### config.mk
export PLATFORM = sky130hd
export DESIGN_NAME = instr_fetch_decode
export DESIGN_NICKNAME = d
export VERILOG_FILES = /design/src/rtl/instr_fetch_decode_pkg.sv /design/src/rtl/instr_fetch_decode_isa_decoder.sv /design/src/rtl/instr_fetch_decode.sv
export SDC_FILE = /design/constraint.sdc
export NUM_CORES = 1
export LEC_CHECK = 0
export ABC_AREA = 1
export BUFFER_PORTS_ARGS = -buffer_cell sky130_fd_sc_hd__buf_2
export CORE_ASPECT_RATIO = 2
export CORE_MARGIN = 2
export CORE_UTILIZATION = 40
export CTS_CLUSTER_DIAMETER = 60
export DETAILED_ROUTE_END_ITERATION = 10
export GPL_ROUTABILITY_DRIVEN = 0
export PLACE_DENSITY = 0.68
export REMOVE_ABC_BUFFERS = 1
export SYNTH_ARGS = -nofsm -noshare
export SYNTH_HDL_FRONTEND = slang
export SYNTH_SLANG_ARGS = --single-unit
export TNS_END_PERCENT = 30
### constraint.sdc
create_clock -name clk -period 3.62 [get_ports clk]
set_input_delay 0.543 -clock clk [delete_from_list [all_inputs] [get_ports clk]]
set_output_delay 0.543 -clock clk [all_outputs]
set_load 0.01 [all_outputs]
### src/rtl/instr_fetch_decode_pkg.sv
// Shared ISA encoding, fetch FSM states and small decode helpers.
// Latency: n/a (definitions only).
// Backpressure: n/a.
package instr_fetch_decode_pkg;

  localparam int ISA_INSTRUCTION_COUNT = 11;

  // instruction_en bit positions
  localparam int ISA_ADD   = 0;
  localparam int ISA_SH    = 1;
  localparam int ISA_AND   = 2;
  localparam int ISA_OR    = 3;
  localparam int ISA_XOR   = 4;
  localparam int ISA_CPY   = 5;
  localparam int ISA_CPYPC = 6;
  localparam int ISA_ADDI  = 7;
  localparam int ISA_SHI   = 8;
  localparam int ISA_NOT   = 9;
  localparam int ISA_LB    = 10;

  // 5-bit opcode values carried in ir[7:3]
  localparam logic [4:0] OP_ADD   = 5'd0;
  localparam logic [4:0] OP_SH    = 5'd1;
  localparam logic [4:0] OP_AND   = 5'd2;
  localparam logic [4:0] OP_OR    = 5'd3;
  localparam logic [4:0] OP_XOR   = 5'd4;
  localparam logic [4:0] OP_CPY   = 5'd5;
  localparam logic [4:0] OP_CPYPC = 5'd6;
  localparam logic [4:0] OP_ADDI  = 5'd7;
  localparam logic [4:0] OP_SHI   = 5'd8;
  localparam logic [4:0] OP_NOT   = 5'd9;
  localparam logic [4:0] OP_LB    = 5'd10;
  localparam logic [4:0] OP_HALT  = 5'h1F;

  typedef enum logic [2:0] {
    ST_IDLE,
    ST_FETCH,
    ST_WAIT,
    ST_EXEC,
    ST_HALT
  } fd_state_t;

  // Sign-extend the 3-bit operand field to a full byte immediate.
  function automatic logic [7:0] sext3(input logic [2:0] v);
    return {{5{v[2]}}, v};
  endfunction

endpackage

### src/rtl/instr_fetch_decode_isa_decoder.sv
// Opcode decoder: ir[7:3] to one-hot instruction enable, legal and halt flags.
// Latency: purely combinational.
// Backpressure: none.
module isa_decoder
  import instr_fetch_decode_pkg::*;
(
  input  logic [4:0]                       opcode,
  output logic [ISA_INSTRUCTION_COUNT-1:0] onehot,
  output logic                             legal,
  output logic                             is_halt
);

  // Opcodes below the instruction count map directly to their enable bit.
  always_comb begin
    onehot  = '0;
    legal   = (opcode < 5'(ISA_INSTRUCTION_COUNT));
    is_halt = (opcode == OP_HALT);
    if (legal) begin
      onehot = {{(ISA_INSTRUCTION_COUNT-1){1'b0}}, 1'b1} << opcode;
    end
  end

endmodule

### src/rtl/instr_fetch_decode.sv
// Core front end: owns PC, fetches one byte per instruction, decodes and holds it for bus_control.
// Latency: FETCH at t -> instruction_en valid from t+RAM_LATENCY+1; next FETCH the cycle after done.
// Backpressure: decode is held in EXEC until instruction_done; run=0 stops at the next boundary.
module instr_fetch_decode
  import instr_fetch_decode_pkg::*;
#(
  parameter int                ADDR_W      = 8,
  parameter int                RAM_LATENCY = 1,
  parameter logic [ADDR_W-1:0] RESET_PC    = '0
) (
  input  logic                             clk,
  input  logic                             rst,
  input  logic                             run,
  output logic                             ram_rd_en,
  output logic [ADDR_W-1:0]                ram_rd_addr,
  input  logic [7:0]                       ram_rd_data,
  output logic [ISA_INSTRUCTION_COUNT-1:0] instruction_en,
  output logic [2:0]                       reg_num,
  output logic [7:0]                       imm,
  input  logic                             instruction_done,
  output logic [ADDR_W-1:0]                pc,
  input  logic                             pc_load_en,
  input  logic [ADDR_W-1:0]                pc_load_data,
  output logic                             illegal_op,
  output logic                             halted
);

  localparam logic [1:0] WAIT_LAST = 2'(RAM_LATENCY - 1);

  fd_state_t                        state, state_nxt;
  logic [1:0]                       wait_cnt;
  logic [2:0]                       ir_operand;  // only the operand field is needed after decode
  logic                             wait_last;
  logic [ISA_INSTRUCTION_COUNT-1:0] dec_onehot;
  logic                             dec_legal;
  logic                             dec_halt;

  // Decode the word as it returns from RAM so it can be registered at the capture edge.
  isa_decoder u_dec (
    .opcode  (ram_rd_data[7:3]),
    .onehot  (dec_onehot),
    .legal   (dec_legal),
    .is_halt (dec_halt)
  );

  assign wait_last   = (state == ST_WAIT) && (wait_cnt == WAIT_LAST);
  assign ram_rd_en   = (state == ST_FETCH);
  assign ram_rd_addr = pc;
  assign halted      = (state == ST_HALT);
  assign reg_num     = ir_operand;
  assign imm         = sext3(ir_operand);

  // State register; reset discards any read in flight.
  always_ff @(posedge clk or posedge rst) begin
    if (rst) state <= ST_IDLE;
    else     state <= state_nxt;
  end

  // Next-state: run is only consulted at instruction boundaries.
  always_comb begin
    state_nxt = state;
    case (state)
      ST_IDLE:  if (run) state_nxt = ST_FETCH;
      ST_FETCH: state_nxt = ST_WAIT;
      ST_WAIT: begin
        if (wait_last) begin
          if (dec_legal)     state_nxt = ST_EXEC;
          else if (dec_halt) state_nxt = ST_HALT;
          else               state_nxt = run ? ST_FETCH : ST_IDLE;
        end
      end
      ST_EXEC:  if (instruction_done) state_nxt = run ? ST_FETCH : ST_IDLE;
      ST_HALT:  state_nxt = ST_HALT;
      default:  state_nxt = ST_IDLE;
    endcase
  end

  // PC, operand, decode outputs and wait counter; pc_load only honoured together with done in EXEC.
  always_ff @(posedge clk or posedge rst) begin
    if (rst) begin
      pc             <= RESET_PC;
      ir_operand     <= '0;
      instruction_en <= '0;
      illegal_op     <= 1'b0;
      wait_cnt       <= '0;
    end else begin
      illegal_op <= 1'b0;
      case (state)
        ST_FETCH: wait_cnt <= '0;
        ST_WAIT: begin
          wait_cnt <= wait_cnt + 2'd1;
          if (wait_last) begin
            ir_operand     <= ram_rd_data[2:0];
            instruction_en <= dec_onehot;
            if (!dec_legal && !dec_halt) begin
              illegal_op <= 1'b1;
              pc         <= pc + 1'b1;
            end
          end
        end
        ST_EXEC: begin
          if (instruction_done) begin
            instruction_en <= '0;
            pc             <= pc_load_en ? pc_load_data : pc + 1'b1;
          end
        end
        default: instruction_en <= '0;
      endcase
    end
  end

endmodule

After elaboration in Yosys (flattened, before gate mapping)
Index checks and enable logic that the tools add are counted.
{ "totals": {"latchBits": 0, "mem_bits_ro": 0, "input_bits": 21, "ff_bits": 28, "mem_bits_rw": 0, "memories": 0, "wordCells": 52} }
{ "classes": {"n_shift": 1, "reduce_logical": 12, "n_mux": 20, "order_cmp": 1, "n_div": 0, "mul": 0, "n_eq_ne": 9, "addsub": 2, "bitwise_logic": 1} }
{ "ops": {"columns": ["op", "n"], "rows": [
  ["11-bit two-way mux", 3],
  ["11-bit one-hot mux with 3 select lines", 1],
  ["8-bit two-way mux", 4],
  ["8-bit one-hot mux with 2 select lines", 1],
  ["3-bit two-way mux", 5],
  ["3-bit one-hot mux with 5 select lines", 1],
  ["1-bit by 5-bit left shift with 11-bit output (first input constant)", 1],
  ["8-bit by 1-bit adder with 8-bit output (second input constant)", 1],
  ["3-bit by 2-bit == test with 1-bit output (second input constant)", 2],
  ["2-bit inequality test (second input constant)", 3],
  ["3-bit AND reduction", 2],
  ["5-bit == test (second input constant)", 1],
  ["5-bit by 4-bit less-than comparator with 1-bit output (second input constant)", 1],
  ["1-bit two-way mux", 4],
  ["2-bit one-hot mux with 2 select lines", 1],
  ["4-bit AND reduction", 1],
  ["2-bit nonzero test", 2],
  ["3-bit by 1-bit == test with 1-bit output (second input constant)", 1],
  ["3-bit == test (second input constant)", 1],
  ["3-bit logical NOT", 1],
  ["2-bit by 1-bit adder with 2-bit output (second input constant)", 1],
  ["1-bit logical AND", 2],
  ["1-bit logical NOT", 2],
  ["2-bit logical NOT", 1],
  ["other kinds (3)", 3]
]} }

Longest topological paths before layout
{ "logic_depth": {"word_depth": 6, "ltp_mapped": 9} }

Cells and area by module
A second synthesis with hierarchy kept.
{ "unflattened": {"hier_cells": 242, "area_unflattened_um2": 1712.9} }
{ "modules_own_cells": {"columns": ["mod", "cells_each", "area_each_um2", "n_inst"], "rows": [
  ["instr_fetch_decode", 211, 1586.5, 1],
  ["isa_decoder", 31, 126.4, 1]
]} }

Least setup slack after synthesis
OpenSTA, ideal clock, no wires.
{ "synth_timing": {"path_kind": "flip-flop to output port", "from": "register state[2]", "to": "output port ram_rd_en", "path_stages_with_launch": 5, "t_required_ns": 3.077, "arrival_time_ns": 0.986, "n_path_buf": 1, "slack_ns": 2.091, "cell_sequence": "dfrtp_1 inv_1 nand2_1 nor2_1 buf_2"} }
{ "synth_via": {"elab_chain_len": 1} }
{ "synth_lines": {"columns": ["item", "line", "rtl"], "rows": [
  ["start: declaration", "instr_fetch_decode.sv:30", "fd_state_t state, state_nxt;"],
  ["start signal: assignment", "instr_fetch_decode.sv:56", "else state <= state_nxt;"],
  ["3-bit by 1-bit == test with 1-bit output", "instr_fetch_decode.sv:47", "assign ram_rd_en = (state == ST_FETCH);"],
  ["end: declaration", "instr_fetch_decode.sv:14", "output logic ram_rd_en,"]
]} }
Every way passes these cells.

Final worst setup path
Ends and elaborated chain as after synthesis.

==> flow_summary_export.csv <==
group,metric,value,unit
cts,clock_tree.buffer_depth,2,
cts,cts_resized,0,
cts,cts_tree,"built",
timing,setup_viol,0,
cts,cts_root_buf,"clkbuf_8",
timing,drv_slew,0,
pwr,max-vdd-ir-drop,0.343,mV
cells_and_area,register_area,701,um2
timing,rsz0062_at_grt,"false",
route,remaining_drc_errors,0,
global_route,first_global_vias,1486,
synth,synth_edf_count,0,
cts,postCtsHoldBufs,0,
timing,slew_headroom,0.295,
route,via_per_inst,4.87,
die,initial_core_util,0.418,
timing,fmax,429,MHz
placed_design,io_buffer_count,61,
die,fp-row-count,33,
setup_path,endpoint_kind,"output port",
setup_path,r2r-start,"state[2]",
setup_path,rr_endpoint,"instruction_en[10]",
pwr,leakagePower,1.13,nW
cells_and_area,post-route-util,0.481,
setup_path,startpoint,"state[2]",
cts,numCtsBuffers,3,
cts,post_cts_buffers,0,
route,route.met3.wl,178,um
synth,synth_area,1710,um2
synth,seq_area_frac_synth,0.411,
cts,cts.clk_slew.worst_paths,0.09,ns
synth,avgSynthCellArea,7.45,um2
synth,synth_warnings,0,
route,first_iter_violations,23,
setup_path,critPathBufInv,2,
cells_and_area,antenna_cells,0,
setup_path,r2r_cells,6,
cells_and_area,multi_input_area,751,um2
global_route,track_usage,0.169,
setup_path,crit_path_max_fanout,14,
job,max_cap_viol_count,0,
setup_path,worstPathArrival,1.79,ns
route,top_layer,"met4",
setup_path,critical_path.top_delay_family,"simple AND/OR/NAND/NOR gates",
setup_path,crit_path_cell_trace,"inv_1, nand2_1, nor2_1, buf_2",
cts,worstSkewPairLatency,0.27,ns
timing,min_period,2.33,ns
global_route,antenna_found_initial,0,
global_route,overflow,0,
placed_design,dp_hpwl,2960,um
placed_design,post_dp_cell_area,1910,um2
synth,async_flop_share,1.00,
synth,synth_cells,229,
setup_path,r2r_setup_slack,1.81,ns
route,routedWlPerCell,11.5,um
pwr,power.density,709,nW/um2
setup_path,cp_slowest_stage_delay,0.63,ns
die,die_h,96.4,um
setup_path,required,3.08,ns
cells_and_area,final_cell_area,1970,um2
outcome,status,"completed",
route,vias,1578,
cells_and_area,fillers,434,
setup_path,cp.depth,4,
setup_path,endpoint,"ram_rd_en",
setup_path,cp_slowest_cell,"nor2_1",
cells_and_area,nNetsFinal,296,
timing,worst_slew_pin_slew,1.06,ns
route,wirelength_met1,1410,um
route,drtAntennaViolNets,0,
setup_path,start_kind,"flip-flop",
timing,skew,0.00347,ns
cells_and_area,layout-drive-gt1-share,0.305,
setup_path,worstSetupPathType,"flip-flop to output port",
synth,yosys_register_bits,28,
route,drt-pass1-iter-count,4,
global_route,grt_max_degree,29,
timing,finalSetupTns,0,ns
cts,cts.sinks,28,
synth,synth_ff_type,"dfrtp_1",
cts,htreeDepth,1,
hold_path,min_path_type,"input port to flip-flop",
die,core_area,4090,um2
route,met2_length,2070,um
die,die_w,50.2,um
die,io-pin-count,62,
timing,finalHoldViolations,0,
die,design.die.area,4840,um2
cells_and_area,syn2layout_area_growth,15.2,%
synth,yosysUniqueCellTypes,26,
global_route,grt_pass1_wl,6310,um
route,routed_wl,3740,um
timing,finalCritPeriodShare,0.643,
[layout by cell type (no fill, tap or decap)]
cell	Yosys	routed
nor4_1	1	1
nor2_1	17	17
o21ai_2	2	2
a21oi_1	3	3
mux2_2	3	3
inv_2	4	4
nor2_4	1	1
nand4_1	4	4
ha_1	2	2
o21ai_0	19	19
nand2_2	1	1
nand3b_1	1	1
or2_2	4	4
xor2_1	1	1
nand3_1	21	21
nor2_2	2	2
nand2_1	63	63
buf_2	3	61
inv_1	20	20
dfrtp_1	28	28
or2_1	1	1
nand3_2	1	1
nor3_1	7	7
clkbuf_8	0	4
o21ai_1	1	1
[logic make-up (layout without fill, tap and decap cells)]
| kind of cell | after synthesis | count (layout) | share of synthesized area |
|---|---|---|---|
| xor+xnor | 1 | 1 | 0.00513 |
| simple gates | 124 | 124 | 0.323 |
| flops | 28 | 28 | 0.411 |
| mux | 3 | 3 | 0.0198 |
| fa+ha+maj | 2 | 2 | 0.0147 |
| buf+inv | 46 | 89 | 0.150 |
| compound gates | 25 | 25 | 0.0777 |
[where the power goes]
| part | leakage, nW | switching [mW] | total [mW] | internal, mW |
|---|---|---|---|---|
| logic | 0.734 | 0.449 | 0.713 | 0.264 |
| clock network | 0.0288 | 0.0958 | 0.193 | 0.0974 |
| registers | 0.368 | 0.0920 | 0.488 | 0.396 |
[worst min path at each step]
stage | startpoint | endpoint | cells after the start
3_5_place_dp | instruction_en[4] | instruction_en[4] | 2
4_1_cts | ram_rd_data[1] | reg_num[1] | 2
3_3_place_gp | instruction_en[4] | instruction_en[4] | 2
6_report | ram_rd_data[2] | reg_num[2] | 2
5_1_grt | ram_rd_data[1] | reg_num[1] | 2
2_1_floorplan | wait_cnt[0] | wait_cnt[0] | 3
[metrics by stage]
stage / worst slack, ns / hold WS, ns / std cells / power, mW
final: 1.29 / 0.492 / 324 / 1.39
after global routing: 1.12 / 0.492 / 324 / 1.52
after CTS: 1.29 / 0.489 / 324 / 1.41
after detailed placement: 1.61 / 0.489 / 320 / 1.22
after global placement: 1.62 / 0.484 / 320 / 1.21
after floorplan: 2.02 / 0.506 / 207 / 0.955
[cells in the mapped netlist, drive strengths merged, types with 2 or more instances]
cell type  count  share of area
nand2         64           0.14
dfrtp         28           0.41
inv           24          0.053
buf           22          0.097
nand3         22          0.067
o21ai         22          0.069
nor2          20          0.051
nor3           7          0.021
or2            5          0.018
nand4          4          0.015
a21oi          3         0.0088
mux2           3          0.020
ha             2          0.015
[routing by layer]
layer	vias up	GRT usage
li1	806	-
met1	720	0.171
met2	45	0.336
met3	7	0.0154
met4	0	0.0764
met5	-	0
[sequential cells by signal (all words and copies together), names as in the netlist]
register        count
wait_cnt            2
illegal_op          1
pc                  8
instruction_en     11
state               3
reg_num             3
[layout make-up]
cell class / count / share of cell area
multi-input combinational: 155 / 0.382
sequential: 28 / 0.356
timing repair buffer: 61 / 0.155
inverter: 24 / 0.0458
tap: 52 / 0.0331
clock buffer: 4 / 0.0280
No activity file was read; power rests on OpenSTA's default activity.
